==> src/rtl/bcd_updown_counter_if.sv <==
// Signal bundle for bcd_updown_counter: control/load inputs and count/flag outputs.
// There is no handshake; the master drives the controls and the slave responds every clock.
interface bcd_updown_counter_if #(
    parameter int DIGITS = 2
) ();
    logic                  en;
    logic                  up;
    logic                  load;
    logic [4*DIGITS-1:0]   load_val;
    logic [4*DIGITS-1:0]   out;
    logic                  tc;
    logic                  wrap;
    logic                  load_err;

    modport master (
        output en, up, load, load_val,
        input  out, tc, wrap, load_err
    );

    modport slave (
        input  en, up, load, load_val,
        output out, tc, wrap, load_err
    );
endinterface

==> src/rtl/bcd_updown_counter.sv <==
// Multi-digit modulo-N up/down counter with parallel load, terminal count and wrap pulse.
// Ripple carry/borrow across all digits resolves within a single cycle.
module bcd_updown_counter #(
    parameter int DIGITS = 2,
    parameter int MODULO = 10
) (
    input  logic                  clk,
    input  logic                  reset,
    bcd_updown_counter_if.slave   bus
);
    localparam logic [3:0] MAX = 4'(MODULO - 1);

    logic [4*DIGITS-1:0] out_q, out_d;
    logic                wrap_q, wrap_d;
    logic                load_err_q, load_err_d;
    logic                all_max, all_zero;
    logic                carry;
    logic [3:0]          dig;

    always_comb begin
        all_max  = 1'b1;
        all_zero = 1'b1;
        for (int i = 0; i < DIGITS; i++) begin
            if (out_q[4*i +: 4] != MAX)  all_max  = 1'b0;
            if (out_q[4*i +: 4] != 4'd0) all_zero = 1'b0;
        end
    end

    always_comb begin
        out_d      = out_q;
        wrap_d     = 1'b0;
        load_err_d = 1'b0;
        carry      = 1'b1;
        dig        = 4'd0;
        if (bus.load) begin
            for (int i = 0; i < DIGITS; i++) begin
                dig = bus.load_val[4*i +: 4];
                if ({1'b0, dig} >= 5'(MODULO)) begin
                    out_d[4*i +: 4] = 4'd0;
                    load_err_d      = 1'b1;
                end else begin
                    out_d[4*i +: 4] = dig;
                end
            end
        end else if (bus.en) begin
            // carry doubles as borrow; it survives the loop only when every digit rolled
            for (int i = 0; i < DIGITS; i++) begin
                dig = out_q[4*i +: 4];
                if (carry) begin
                    if (bus.up) begin
                        if (dig == MAX) begin
                            out_d[4*i +: 4] = 4'd0;
                        end else begin
                            out_d[4*i +: 4] = dig + 4'd1;
                            carry           = 1'b0;
                        end
                    end else begin
                        if (dig == 4'd0) begin
                            out_d[4*i +: 4] = MAX;
                        end else begin
                            out_d[4*i +: 4] = dig - 4'd1;
                            carry           = 1'b0;
                        end
                    end
                end
            end
            wrap_d = carry;
        end
    end

    always_ff @(posedge clk) begin
        if (reset) begin
            out_q      <= '0;
            wrap_q     <= 1'b0;
            load_err_q <= 1'b0;
        end else begin
            out_q      <= out_d;
            wrap_q     <= wrap_d;
            load_err_q <= load_err_d;
        end
    end

    assign bus.out      = out_q;
    assign bus.wrap     = wrap_q;
    assign bus.load_err = load_err_q;
    assign bus.tc       = bus.en & (bus.up ? all_max : all_zero);
endmodule
==> src/flat_wrapper.sv <==
// flat-port wrapper written by rule: the top's interface ports become plain ports
module bcd_updown_counter_flat 
#(
    parameter int DIGITS = 2,
    parameter int MODULO = 10
)
  (clk, reset, bus_en, bus_up, bus_load, bus_load_val, bus_out, bus_tc, bus_wrap, bus_load_err);
  bcd_updown_counter_if #(.DIGITS(DIGITS)) bus_i ();
  input  logic clk;
  input  logic reset;
  input wire logic [$bits(bus_i.en)-1:0] bus_en;
  input wire logic [$bits(bus_i.up)-1:0] bus_up;
  input wire logic [$bits(bus_i.load)-1:0] bus_load;
  input wire logic [$bits(bus_i.load_val)-1:0] bus_load_val;
  output wire logic [$bits(bus_i.out)-1:0] bus_out;
  output wire logic [$bits(bus_i.tc)-1:0] bus_tc;
  output wire logic [$bits(bus_i.wrap)-1:0] bus_wrap;
  output wire logic [$bits(bus_i.load_err)-1:0] bus_load_err;
  assign bus_i.en = bus_en;
  assign bus_i.up = bus_up;
  assign bus_i.load = bus_load;
  assign bus_i.load_val = bus_load_val;
  assign bus_out = bus_i.out;
  assign bus_tc = bus_i.tc;
  assign bus_wrap = bus_i.wrap;
  assign bus_load_err = bus_i.load_err;
  bcd_updown_counter #(.DIGITS(DIGITS), .MODULO(MODULO)) u_core (.clk(clk), .reset(reset), .bus(bus_i));
endmodule
==> config.mk <==
export PLATFORM = sky130hd
export DESIGN_NAME = bcd_updown_counter_flat
export DESIGN_NICKNAME = d
export VERILOG_FILES = /design/src/rtl/bcd_updown_counter_if.sv /design/src/rtl/bcd_updown_counter.sv /design/src/flat_wrapper.sv
export SDC_FILE = /design/constraint.sdc
export NUM_CORES = 1
export LEC_CHECK = 0
export ABC_AREA = 1
export ABC_CLOCK_PERIOD_IN_PS = 1300
export BUFFER_PORTS_ARGS = -buffer_cell sky130_fd_sc_hd__buf_2
export CAP_MARGIN = 20
export CORE_MARGIN = 1.5
export CORE_UTILIZATION = 50
export CTS_CLUSTER_DIAMETER = 50
export DETAILED_ROUTE_END_ITERATION = 10
export PLACE_DENSITY = 0.78
export SETUP_SLACK_MARGIN = 0.3
export SLEW_MARGIN = 20
export SYNTH_ARGS = -nofsm -noshare
export SYNTH_HDL_FRONTEND = slang
export SYNTH_SLANG_ARGS = --single-unit
==> constraint.sdc <==
create_clock -name clk -period 1.3 [get_ports clk]
set_input_delay 0.065 -clock clk [delete_from_list [all_inputs] [get_ports clk]]
set_output_delay 0.065 -clock clk [all_outputs]
set_load 0.1 [all_outputs]
==> summary.txt, run 1 <==
Outcome
  • Run Error: [ERROR DPL-0038] Utilization greater than 100%, impossible to legalize
  • Outcome: aborted with a tool error
  • Last stage reached: global routing

Yosys
  • Mapped Cells: approximately 140
  • Syn_area_per_cell: approximately 5.7 µm²
  • YS warnings: 0
  • Mapped Nets: 156
  • Cell accounting for the most synthesized area: dfxtp_1
  • Synth Register Bits: 10
  • Register area share after synthesis: roughly 24%
  • Syn Std Cell Area: between 800 and 900 µm²
  • Leading post-synthesis cells by cell area: dfxtp_1, nand2_1, nand3_1
  • Synth top area share: 24.5%
  • Synth cell types: 24

GRT
  • Largest net degree at the start of global routing: 12

Floorplanning
  • Die Y: 43.5 µm
  • Initial Util: between 50% and 60%
  • Row count: 14
  • Die width: around 43 µm
  • IO Count: 24

Clocking
  • Clock buffer depth: 2
  • Root buffer cell: clkbuf_4
  • Htree depth: 1
  • CTS Buf Count: 3
  • # hold bufs at CTS: 0
  • CTS sink cnt: 10

Place
  • Port Buffer Count: 23
  • Final Wtd Congestion: between 0.8 and 0.9
  • Pre-CTS setup slack: 0.0665 ns
  • DPL Wire Length: between 1500 and 2000 µm

Timing
  • Worst endpoint, post-GRT repair: bus_tc
  • Worst EP Category: top-level output
stage by stage:
stage,area [µm²],cells
4_1_cts,1390,203
3_3_place_gp,1040,182
2_1_floorplan,878,143
3_5_place_dp,1040,182
synthesized netlist by cell type (all sizes together):
cell type / instances
nand2: 43
nor2: 16
inv: 19
o22ai: 1
clkinv: 1
o211ai: 1
nor3: 3
a221oi: 1
a21oi: 13
nand3: 17
nand4: 2
clkbuf: 1
dfxtp: 10
a31oi: 2
o21ai: 11
buf: 2
kinds of logic after synthesis:
| logic type | count (synthesis) | share of synthesized area (%) |
|---|---|---|
| AOI/OAI and AO/OA | 29 | 19.0 |
| buffers and inverters | 23 | 10.9 |
| DFF | 10 | 24.5 |
| and+or+nand+nor | 81 | 45.7 |
what timing repair did:
action,CTS
setup endpoints to repair,19
pin swaps,18
resized for setup,56
hold endpoints to repair,0
buffers inserted,17
cloned,0
==> run 2, diff against run 1 <==
CORE_AREA = 2 2 63 65   (was not set)
CORE_MARGIN = not set   (was 1.5)
CORE_UTILIZATION = not set   (was 50)
CTS_CLUSTER_DIAMETER = not set   (was 50)
DIE_AREA = 0 0 65 67   (was not set)
PLACE_DENSITY = not set   (was 0.78)
PLACE_DENSITY_LB_ADDON = 0.15   (was not set)
SETUP_SLACK_MARGIN = not set   (was 0.3)
==> run 2 against run 1 <==
Compared with the run above:
- the flow now finishes, with violations (setup timing)
- synthesized area stayed put
- synthesized cell count stayed put
==> summary.txt, run 2 <==
Critical path
  • Setup crit start kind: flip-flop
  • Crit path max fanout: 3
  • Reg-to-reg setup timing slack: around 0.02 ns
  • Worst path required time: 1.24 ns
  • CP Class: reg -> out
  • Arrival time worst endpoint: between 1 and 1.5 ns
  • Crit end category: output pin

Place
  • DPL Wire Length: 1880 µm
  • Port Buffer Count: 23
  • Placed insts: about 220
  • Final Wtd Congestion: 0.752
  • Dpl cell area: around 1100 µm²

Final layout
  • Number of flip-flops in the largest register: 8
  • Final Cell Area: 1320 µm²
  • FF/Latch Area: around 230 µm²
  • Area of the multi-input gates: 606 µm²
  • Final nets: 200
  • Share of post-route cells with drive strength above 1: ~45%
  • Post-route insts no fill: ~230
  • N_diodes: 0
  • Most frequent cells in the layout: nand2_1, buf_2, buf_4
  • P&R area growth vs syn: 60.9%
  • Fillers: about 400
  • Most common cell after layout, fill and taps aside: nand2_1

Route
  • Via Count: 1039
  • DRT Wirelength: 2550 µm
  • ANT nets after route: 0
  • Wire length per cell: around 11 µm
  • Vias per inst: between 4 and 5
  • Pre-Repair DR Iteration Count: 4
  • 1st-iter DRT viols: 15
  • DRC viols: 0

Yosys
  • Simple-gate share of the synthesized area: between 40% and 50%
  • Xor/xnor cell area share of the yosys netlist: 0%
  • Synth cell types: 24
  • Post-synthesis compound-gate area fraction: roughly a fifth
  • Commonest cells post-synth: nand2_1, inv_1, nand3_1
  • YS warnings: 0
  • Mapped Cells: ~140
  • Syn_area_per_cell: roughly 5.7 µm²
  • Register area share after synthesis: roughly a quarter
  • Cell accounting for the most synthesized area: dfxtp_1
  • Synth Register Bits: 10
  • Leading post-synthesis cells by cell area: dfxtp_1, nand2_1, nand3_1
  • Mapped Nets: ~160
  • Syn Std Cell Area: 818 µm²
  • Synth Area in Adders: 0%
  • Mux share of post-synthesis cell area: 0%
  • Synth top area share: about 24%
  • Post-synth ARST share: 0%
  • Top FF cell, synth: dfxtp_1
  • Most frequent cell after synthesis: nand2_1
  • Post-synth EDFFs: 0
  • Largest family of logic cells by synthesized area: simple AND/OR/NAND/NOR gates

Clocking
  • Clock buffer depth: 2
  • CTS Buf Count: 3
  • # hold bufs at CTS: 0
  • Root buffer cell: clkbuf_8
  • Clk Latency, worst-skew pair: ~0.24 ns
  • CTS sink cnt: 10
  • TritonCTS clock tree: done
  • Worst-path clk slew: 0.05 ns
  • Htree depth: 1

GRT
  • First-pass GRT wire length: ~4300 µm
  • Initial antenna violation count: 0
  • GRT overflow: 0
  • All-layer global routing usage: about 13%
  • Largest net degree at the start of global routing: 11
  • Vias in the first global route: around 950

Floorplanning
  • Die Y: approximately 67 µm
  • Initial Util: 22.7%
  • Die width: ~65 µm
  • Core Region: about 3600 µm²
  • IO Count: 24
  • Die area: ~4400 µm²
  • Row count: 22

Pwr
  • Seq pwr share: a little over a quarter
  • Worst VDD drop: just under 300 µV
  • Sw frac: a little over two fifths
  • Combinational Power Share: between 40 and 50%
  • Internal power: around 0.81 mW
  • PwrDens: between 1000 and 1500 nW/µm²
  • Power share of the clock group: slightly below 30%
  • Leak Pwr: about 0.64 nW
  • Sw Pwr: ~0.58 mW

Timing
  • Final Hold Fails: 0
  • Fmax: a little over 700 MHz
  • Slew margin rel.: 67.9%
  • RSZ-0062 raised after global routing: yes
  • Final period utilization: 106%
  • Post-route setup TNS: -0.0787 ns
  • Measured slew at the worst slew-check pin: roughly 0.5 ns
  • Clock skew after layout: around 0.007 ns
  • Fin Hold WS: ~0.059 ns
  • Setup ws final: -0.0787 ns
  • Max Transition Viols Final: 0
  • Min Tclk post-route: between 1 and 1.5 ns
  • Final setup violation count: 1

Outcome
  • Outcome: finished with violations
  • Violated checks: setup timing

Job
  • Max cap viols: 0

Hold path
  • Worst hold path class: in -> reg
[run 2: cell counts after synthesis]
Identical to the previous run, type by type.
[run 2: final timing paths]
kind | start | end | cells after the start
setup / recovery | u_core.bus.out[4] | bus_tc | 6
hold / removal | reset | u_core.bus.out[4] | 2
setup reg to reg | u_core.bus.out[1] | u_core.bus.out[7] | 7
hold reg to reg | u_core.bus.out[0] | u_core.bus.out[0] | 2
[run 2: worst max-delay path: stages, from the launching register on]
cell and delay, ns:
dfxtp_4 0.36, buf_6 0.11, inv_4 0.04, nor2_4 0.09
a21oi_2 0.07, nor3_4 0.20, buf_12 0.20
[run 2: area by class of cell]
class | instances | area share, %
clock buffer | 4 | 4.18
sequential | 10 | 17.5
multi-input combinational | 110 | 46.0
inverter | 20 | 6.27
timing repair buffer | 42 | 21.5
tap | 48 | 4.56
[run 2: routing by layer]
layer | GRT usage [%] | vias up | share of wire [%]
li1 | - | 556 | -
met2 | 19.5 | 27 | 43
met1 | 17.7 | 451 | 51
met3 | 1.69 | 5 | 3.7
met4 | 6.38 | 0 | 2.1
met5 | 0 | - | 0
[run 2: kinds of logic (layout without fill, tap and decap cells)]
group / count (synthesis) / count (layout)
and+or+nand+nor: 81 / 81
AOI/OAI and AO/OA: 29 / 29
buffers and inverters: 23 / 66
DFF: 10 / 10
[run 2: power groups by stage]
stage / Clock (mW) / Sequential [mW] / Combinational, mW
2_1_floorplan: 0 / 0.537 / 0.226
3_3_place_gp: 0 / 0.381 / 0.512
3_5_place_dp: 0 / 0.382 / 0.507
4_1_cts: 0.409 / 0.366 / 0.576
5_1_grt: 0.424 / 0.373 / 0.670
6_report: 0.400 / 0.370 / 0.616
[run 2: repair_timing]
item,4_1_cts,5_1_grt
pin swaps,8,6
endpoints found under the hold margin,0,0
setup buffers,9,4
setup endpoints to repair,1,6
resized for setup,12,14
[run 2: metrics by stage]
stage	power [mW]	util (%)	setup slack (ns)
after detailed placement	0.889	30.4	0.0786
after floorplan	0.763	-	-0.439
final	1.39	36.5	-0.0787
after CTS	1.35	34.6	-0.119
after global placement	0.893	30.4	0.0750
after global routing	1.47	36.5	-0.151
Power figures use the tool's default switching activity.
==> run 3, diff against run 2 <==
PLACE_DENSITY_LB_ADDON = 0.25   (was 0.15)
TNS_END_PERCENT = 30   (was not set)
==> run 3 against run 2 <==
Compared with the run above:
- the run still ends with setup timing left
- routed wire length decreased by 4.9%
- non-clock buffer count fell by 8
- final cell count fell by 3.8%
- hold slack better by 0.0030 ns
- die area stayed put
- highest routed layer unchanged
- critical path type unchanged
- core utilization fell by 2.2 points
- combinational power down 8.4%
- global-route usage shrank 0.31 points
- total power fell by 9.5%
- sequential share of layout area up 1.1 points
- setup slack better by 0.011 ns
==> summary.txt, run 3 (synthesis gave the netlist of run 2 again) <==
Outcome
  • Outcome: finished with violations
  • Violated checks: setup timing

GRT
  • First-pass GRT wire length: 4250 µm
  • Vias in the first global route: roughly 920
  • GRT overflow: 0
  • Largest net degree at the start of global routing: 12
  • Initial antenna violation count: 0
  • All-layer global routing usage: around an eighth

Clocking
  • CTS Buf Count: 3
  • Root buffer cell: clkbuf_8
  • TritonCTS clock tree: done
  • Worst-path clk slew: ~0.05 ns
  • # hold bufs at CTS: 0
  • Clk Latency, worst-skew pair: between 0.2 and 0.25 ns
  • Htree depth: 1
  • Clock buffer depth: 2
  • CTS sink cnt: 10

Final layout
  • Share of post-route cells with drive strength above 1: 41.8%
  • N_diodes: 0
  • Most frequent cells in the layout: nand2_1, buf_2, nand3_1
  • Most common cell after layout, fill and taps aside: nand2_1
  • Number of flip-flops in the largest register: 8
  • Final Cell Area: around 1200 µm²
  • P&R area growth vs syn: 51.1%
  • Final nets: 192
  • Post-route insts no fill: about 230

Floorplanning
  • Initial Util: between 20% and 30%
  • Core Region: ~3600 µm²
  • Die Y: 67 µm
  • Die area: 4360 µm²
  • Row count: 22
  • Die width: between 60 and 70 µm
  • IO Count: 24

Timing
  • Min Tclk post-route: ~1.4 ns
  • Slew margin rel.: approximately two thirds
  • Fin Hold WS: approximately 0.062 ns
  • Final Hold Fails: 0
  • Measured slew at the worst slew-check pin: ~0.49 ns
  • Clock skew after layout: 0.000996 ns
  • Final period utilization: 105%
  • Max Transition Viols Final: 0
  • Setup ws final: -0.0675 ns
  • RSZ-0062 raised after global routing: yes
  • Fmax: 731 MHz
  • Final setup violation count: 1

Pwr
  • Leak Pwr: 0.591 nW
  • PwrDens: approximately 1000 nW/µm²
  • Worst VDD drop: around 420 µV

Critical path
  • Worst path required time: between 1 and 1.5 ns
  • Arrival time worst endpoint: around 1.3 ns
  • CP Class: reg -> out
  • Crit path max fanout: 5
  • Setup crit start kind: flip-flop
  • Crit end category: output pin

Hold path
  • Worst hold path class: in -> reg

Place
  • Dpl cell area: roughly 1100 µm²
  • Port Buffer Count: 23
  • Final Wtd Congestion: slightly below 0.8
  • DPL Wire Length: 1830 µm
  • Placed insts: 215
  • Pre-CTS setup slack: 0.0567 ns

Route
  • Vias per inst: between 4 and 5
  • Pre-Repair DR Iteration Count: 4
  • ANT nets after route: 0
  • DRT Wirelength: about 2400 µm
  • Via Count: 1001
  • Wire length per cell: about 11 µm
  • DRC viols: 0
  • 1st-iter DRT viols: 35

Job
  • Max cap viols: 0
## run 3: cell types whose count changed in the layout (fill, tap and decap cells not counted), sizes merged
cell    previous run  this run
buf               42        34
clkbuf             4         3
## run 3: metal layers
metal | wire length, µm | global-route usage (%)
met3 | 63 | 0.676
met4 | 54 | 6.38
met1 | 1220 | 18.2
met5 | 0 | 0
met2 | 1090 | 18.6
## run 3: path summary, 6_finish.rpt
path	endpoint	slack, ns	from	cells after the start
setup / recovery	bus_tc	-0.07	u_core.bus.out[3]	6
hold / removal	u_core.bus.out[4]	0.06	reset	2
setup reg to reg	u_core.bus.out[5]	0.08	u_core.bus.out[1]	9
hold reg to reg	u_core.bus.out[0]	0.57	u_core.bus.out[0]	2
## run 3: area by class of cell
cell class                 count  area (µm²)
fill                         421        2370
sequential                    10         230
clock buffer                   3        41.3
inverter                      20        80.1
tap                           48        60.1
multi-input combinational    110         604
timing repair buffer          34         220
## run 3: stage by stage
| stage | util (%) | setup TNS, ns | total power, mW |
|---|---|---|---|
| after CTS | 33.7 | -0.0995 | 1.25 |
| after detailed placement | 30.0 | 0 | 0.877 |
| after global placement | 30.0 | 0 | 0.880 |
| after global routing | 34.3 | -0.262 | 1.34 |
| after floorplan | - | -0.439 | 0.763 |
| final | 34.3 | -0.0675 | 1.25 |
## run 3: repair_timing
action / in CTS / in global routing
gates cloned: 0 / 0
pin swaps: 6 / 3
gates resized for setup: 14 / 8
endpoints found under the setup margin: 1 / 6
setup buffers: 7 / 0
## run 3: critical path: stages (launching register included)
cell and delay (ns):
dfxtp_4 0.36, nor2_4 0.11, nand2_2 0.07, nor2_2 0.10, nor2_1 0.07, nor3_4 0.15
buf_12 0.20
## run 3: power by group
group	leakage [nW]	total (mW)	internal (mW)	switching, mW
logic	0.482	0.564	0.174	0.389
registers	0.0877	0.374	0.330	0.0433
clock network	0.0216	0.316	0.202	0.114
==> run 4, diff against run 3 <==
HOLD_SLACK_MARGIN = 0.08   (was not set)
==> run 4 against run 3 <==
Compared with the run above:
- the flow still finishes with violations (setup timing)
- hold slack gained 0.055 ns
- sequential power is essentially flat
- first-iteration DRC count is the same
- setup slack is essentially flat
- via count grew 0.40%
- final area grew 0.81%
- largest cell class unchanged
- combinational power is essentially flat
- sequential share of layout area shrank 0.15 points
- clock-buffer cell count is the same
==> summary.txt, run 4 (synthesis gave the netlist of run 2 again) <==
Outcome
  • Outcome: finished with violations
  • Violated checks: setup timing

Floorplanning
  • Die width: around 65 µm
  • Core Region: about 3600 µm²
  • IO Count: 24
  • Die area: 4360 µm²
  • Die Y: around 67 µm
  • Row count: 22
  • Initial Util: a little under a quarter

Job
  • Max cap viols: 0

Final layout
  • Final nets: between 150 and 200
  • Final Cell Area: approximately 1200 µm²
  • P&R area growth vs syn: 52.3%
  • N_diodes: 0
  • Most frequent cells in the layout: nand2_1, buf_2, nand3_1
  • Share of post-route cells with drive strength above 1: 41.6%
  • FF/Latch Area: approximately 230 µm²
  • Most common cell after layout, fill and taps aside: nand2_1
  • Number of flip-flops in the largest register: 8
  • Post-route insts no fill: between 200 and 250
  • Fillers: roughly 420
  • Area of the multi-input gates: roughly 600 µm²
  • Finished Core Util: between 30% and 40%

Pwr
  • Leak Pwr: 0.596 nW
  • Worst VDD drop: 421 µV
  • PwrDens: a little over 1000 nW/µm²

Route
  • Vias per inst: between 4 and 5
  • ANT nets after route: 0
  • Pre-Repair DR Iteration Count: 4
  • Wire length per cell: 10.7 µm
  • DRT Wirelength: between 2000 and 2500 µm
  • DRC viols: 0
  • 1st-iter DRT viols: 35
  • Via Count: roughly 1000

GRT
  • GRT overflow: 0
  • All-layer global routing usage: between 10% and 20%
  • Largest net degree at the start of global routing: 12
  • Initial antenna violation count: 0
  • Vias in the first global route: 920
  • GR Layer Usage met2: roughly 19%
  • Met3 Use GR: less than 1%
  • GR peak layer: met2
  • First-pass GRT wire length: 4260 µm
  • GR Layer Usage met1: between 15 and 20%

Timing
  • Final setup violation count: 1
  • Setup ws final: -0.0672 ns
  • Max Transition Viols Final: 0
  • Min Tclk post-route: between 1 and 1.5 ns
  • RSZ-0062 raised after global routing: yes
  • Measured slew at the worst slew-check pin: a little under 0.5 ns
  • Post-route setup TNS: -0.0672 ns
  • Fmax: 731 MHz
  • Fin Hold WS: roughly 0.12 ns
  • Clock skew after layout: 0.00115 ns
  • Final period utilization: 105%
  • Final Hold Fails: 0
  • Slew margin rel.: about two thirds

Critical path
  • Worst path required time: about 1.2 ns
  • Setup crit start kind: flip-flop
  • Crit path max fanout: 5
  • Worst-path cell chain: nor2_4 > nand2_2 > nor2_2 > nor2_1 > nor3_4 > buf_12
  • Crit end category: output pin
  • CP bufs+invs: 1
  • Crit path max-delay family: simple AND/OR/NAND/NOR gates
  • CP Class: reg -> out
  • Worst path max stage delay: between 0.3 and 0.4 ns
  • FF-to-FF Start: u_core.bus.out[1]
  • Slowest cell on crit path: dfxtp_4
  • Crit path launch: u_core.bus.out[3]
  • Arrival time worst endpoint: 1.30 ns

Place
  • DPL Wire Length: about 1800 µm
  • Port Buffer Count: 23
  • Final Wtd Congestion: 0.780
  • Placed insts: approximately 220
  • Dpl cell area: around 1100 µm²

Clocking
  • Clk Latency, worst-skew pair: 0.23 ns
  • Root buffer cell: clkbuf_8
  • Clock buffer depth: 2
  • CTS Buf Count: 3
  • Worst-path clk slew: roughly 0.040 ns
  • Htree depth: 1
  • TritonCTS clock tree: done
  • CTS sink cnt: 10

Hold path
  • Hold path start: bus_load_val[0]
  • Worst hold path class: in -> reg
-- run 4: stage by stage --
step | power (mW) | setup slack [ns]
6_report | 1.26 | -0.0672
3_3_place_gp | 0.880 | 0.0685
3_5_place_dp | 0.877 | 0.0567
5_1_grt | 1.34 | -0.153
2_1_floorplan | 0.763 | -0.439
4_1_cts | 1.26 | -0.0995
-- run 4: routing by layer --
| metal | up-vias | share of wire [%] |
|---|---|---|
| met3 | 5 | 2.6 |
| met5 | - | 0 |
| met2 | 19 | 45 |
| li1 | 543 | - |
| met4 | 0 | 2.2 |
| met1 | 438 | 50 |
-- run 4: worst reg2reg max path, stage by stage (launching register included) --
cell and delay (ns):
dfxtp_4 0.35, buf_4 0.16, nor2_2 0.09, nand2_1 0.06, nand2_2 0.08, nand3_4 0.11, nand2_4 0.10, nand2_2 0.05
nor2_1 0.08, nor2_1 0.04
-- run 4: area by class of cell --
| cell class | count | share of cell area, % |
|---|---|---|
| sequential | 10 | 18.5 |
| tap | 48 | 4.82 |
| timing repair buffer | 35 | 18.5 |
| multi-input combinational | 110 | 48.5 |
| inverter | 20 | 6.43 |
| clock buffer | 3 | 3.31 |
-- run 4: final timing paths --
check / depth (start not counted) / slack, ns / end
setup / recovery: 6 / -0.07 / bus_tc
setup reg to reg: 9 / 0.08 / u_core.bus.out[5]
hold reg to reg: 2 / 0.57 / u_core.bus.out[0]
hold / removal: 3 / 0.12 / u_core.bus.out[0]
-- run 4: what timing repair did --
item,CTS,global route
buffers inserted,7,0
setup endpoints to repair,1,6
hold buffers,1,0
hold endpoints to repair,3,0
resized for setup,14,8
pin swaps,6,3
-- run 4: power by group --
group | switching (mW) | internal, mW | leakage (nW) | total, mW
combinational | 0.390 | 0.176 | 0.486 | 0.566
clock | 0.114 | 0.202 | 0.0216 | 0.316
sequential | 0.0433 | 0.330 | 0.0877 | 0.373
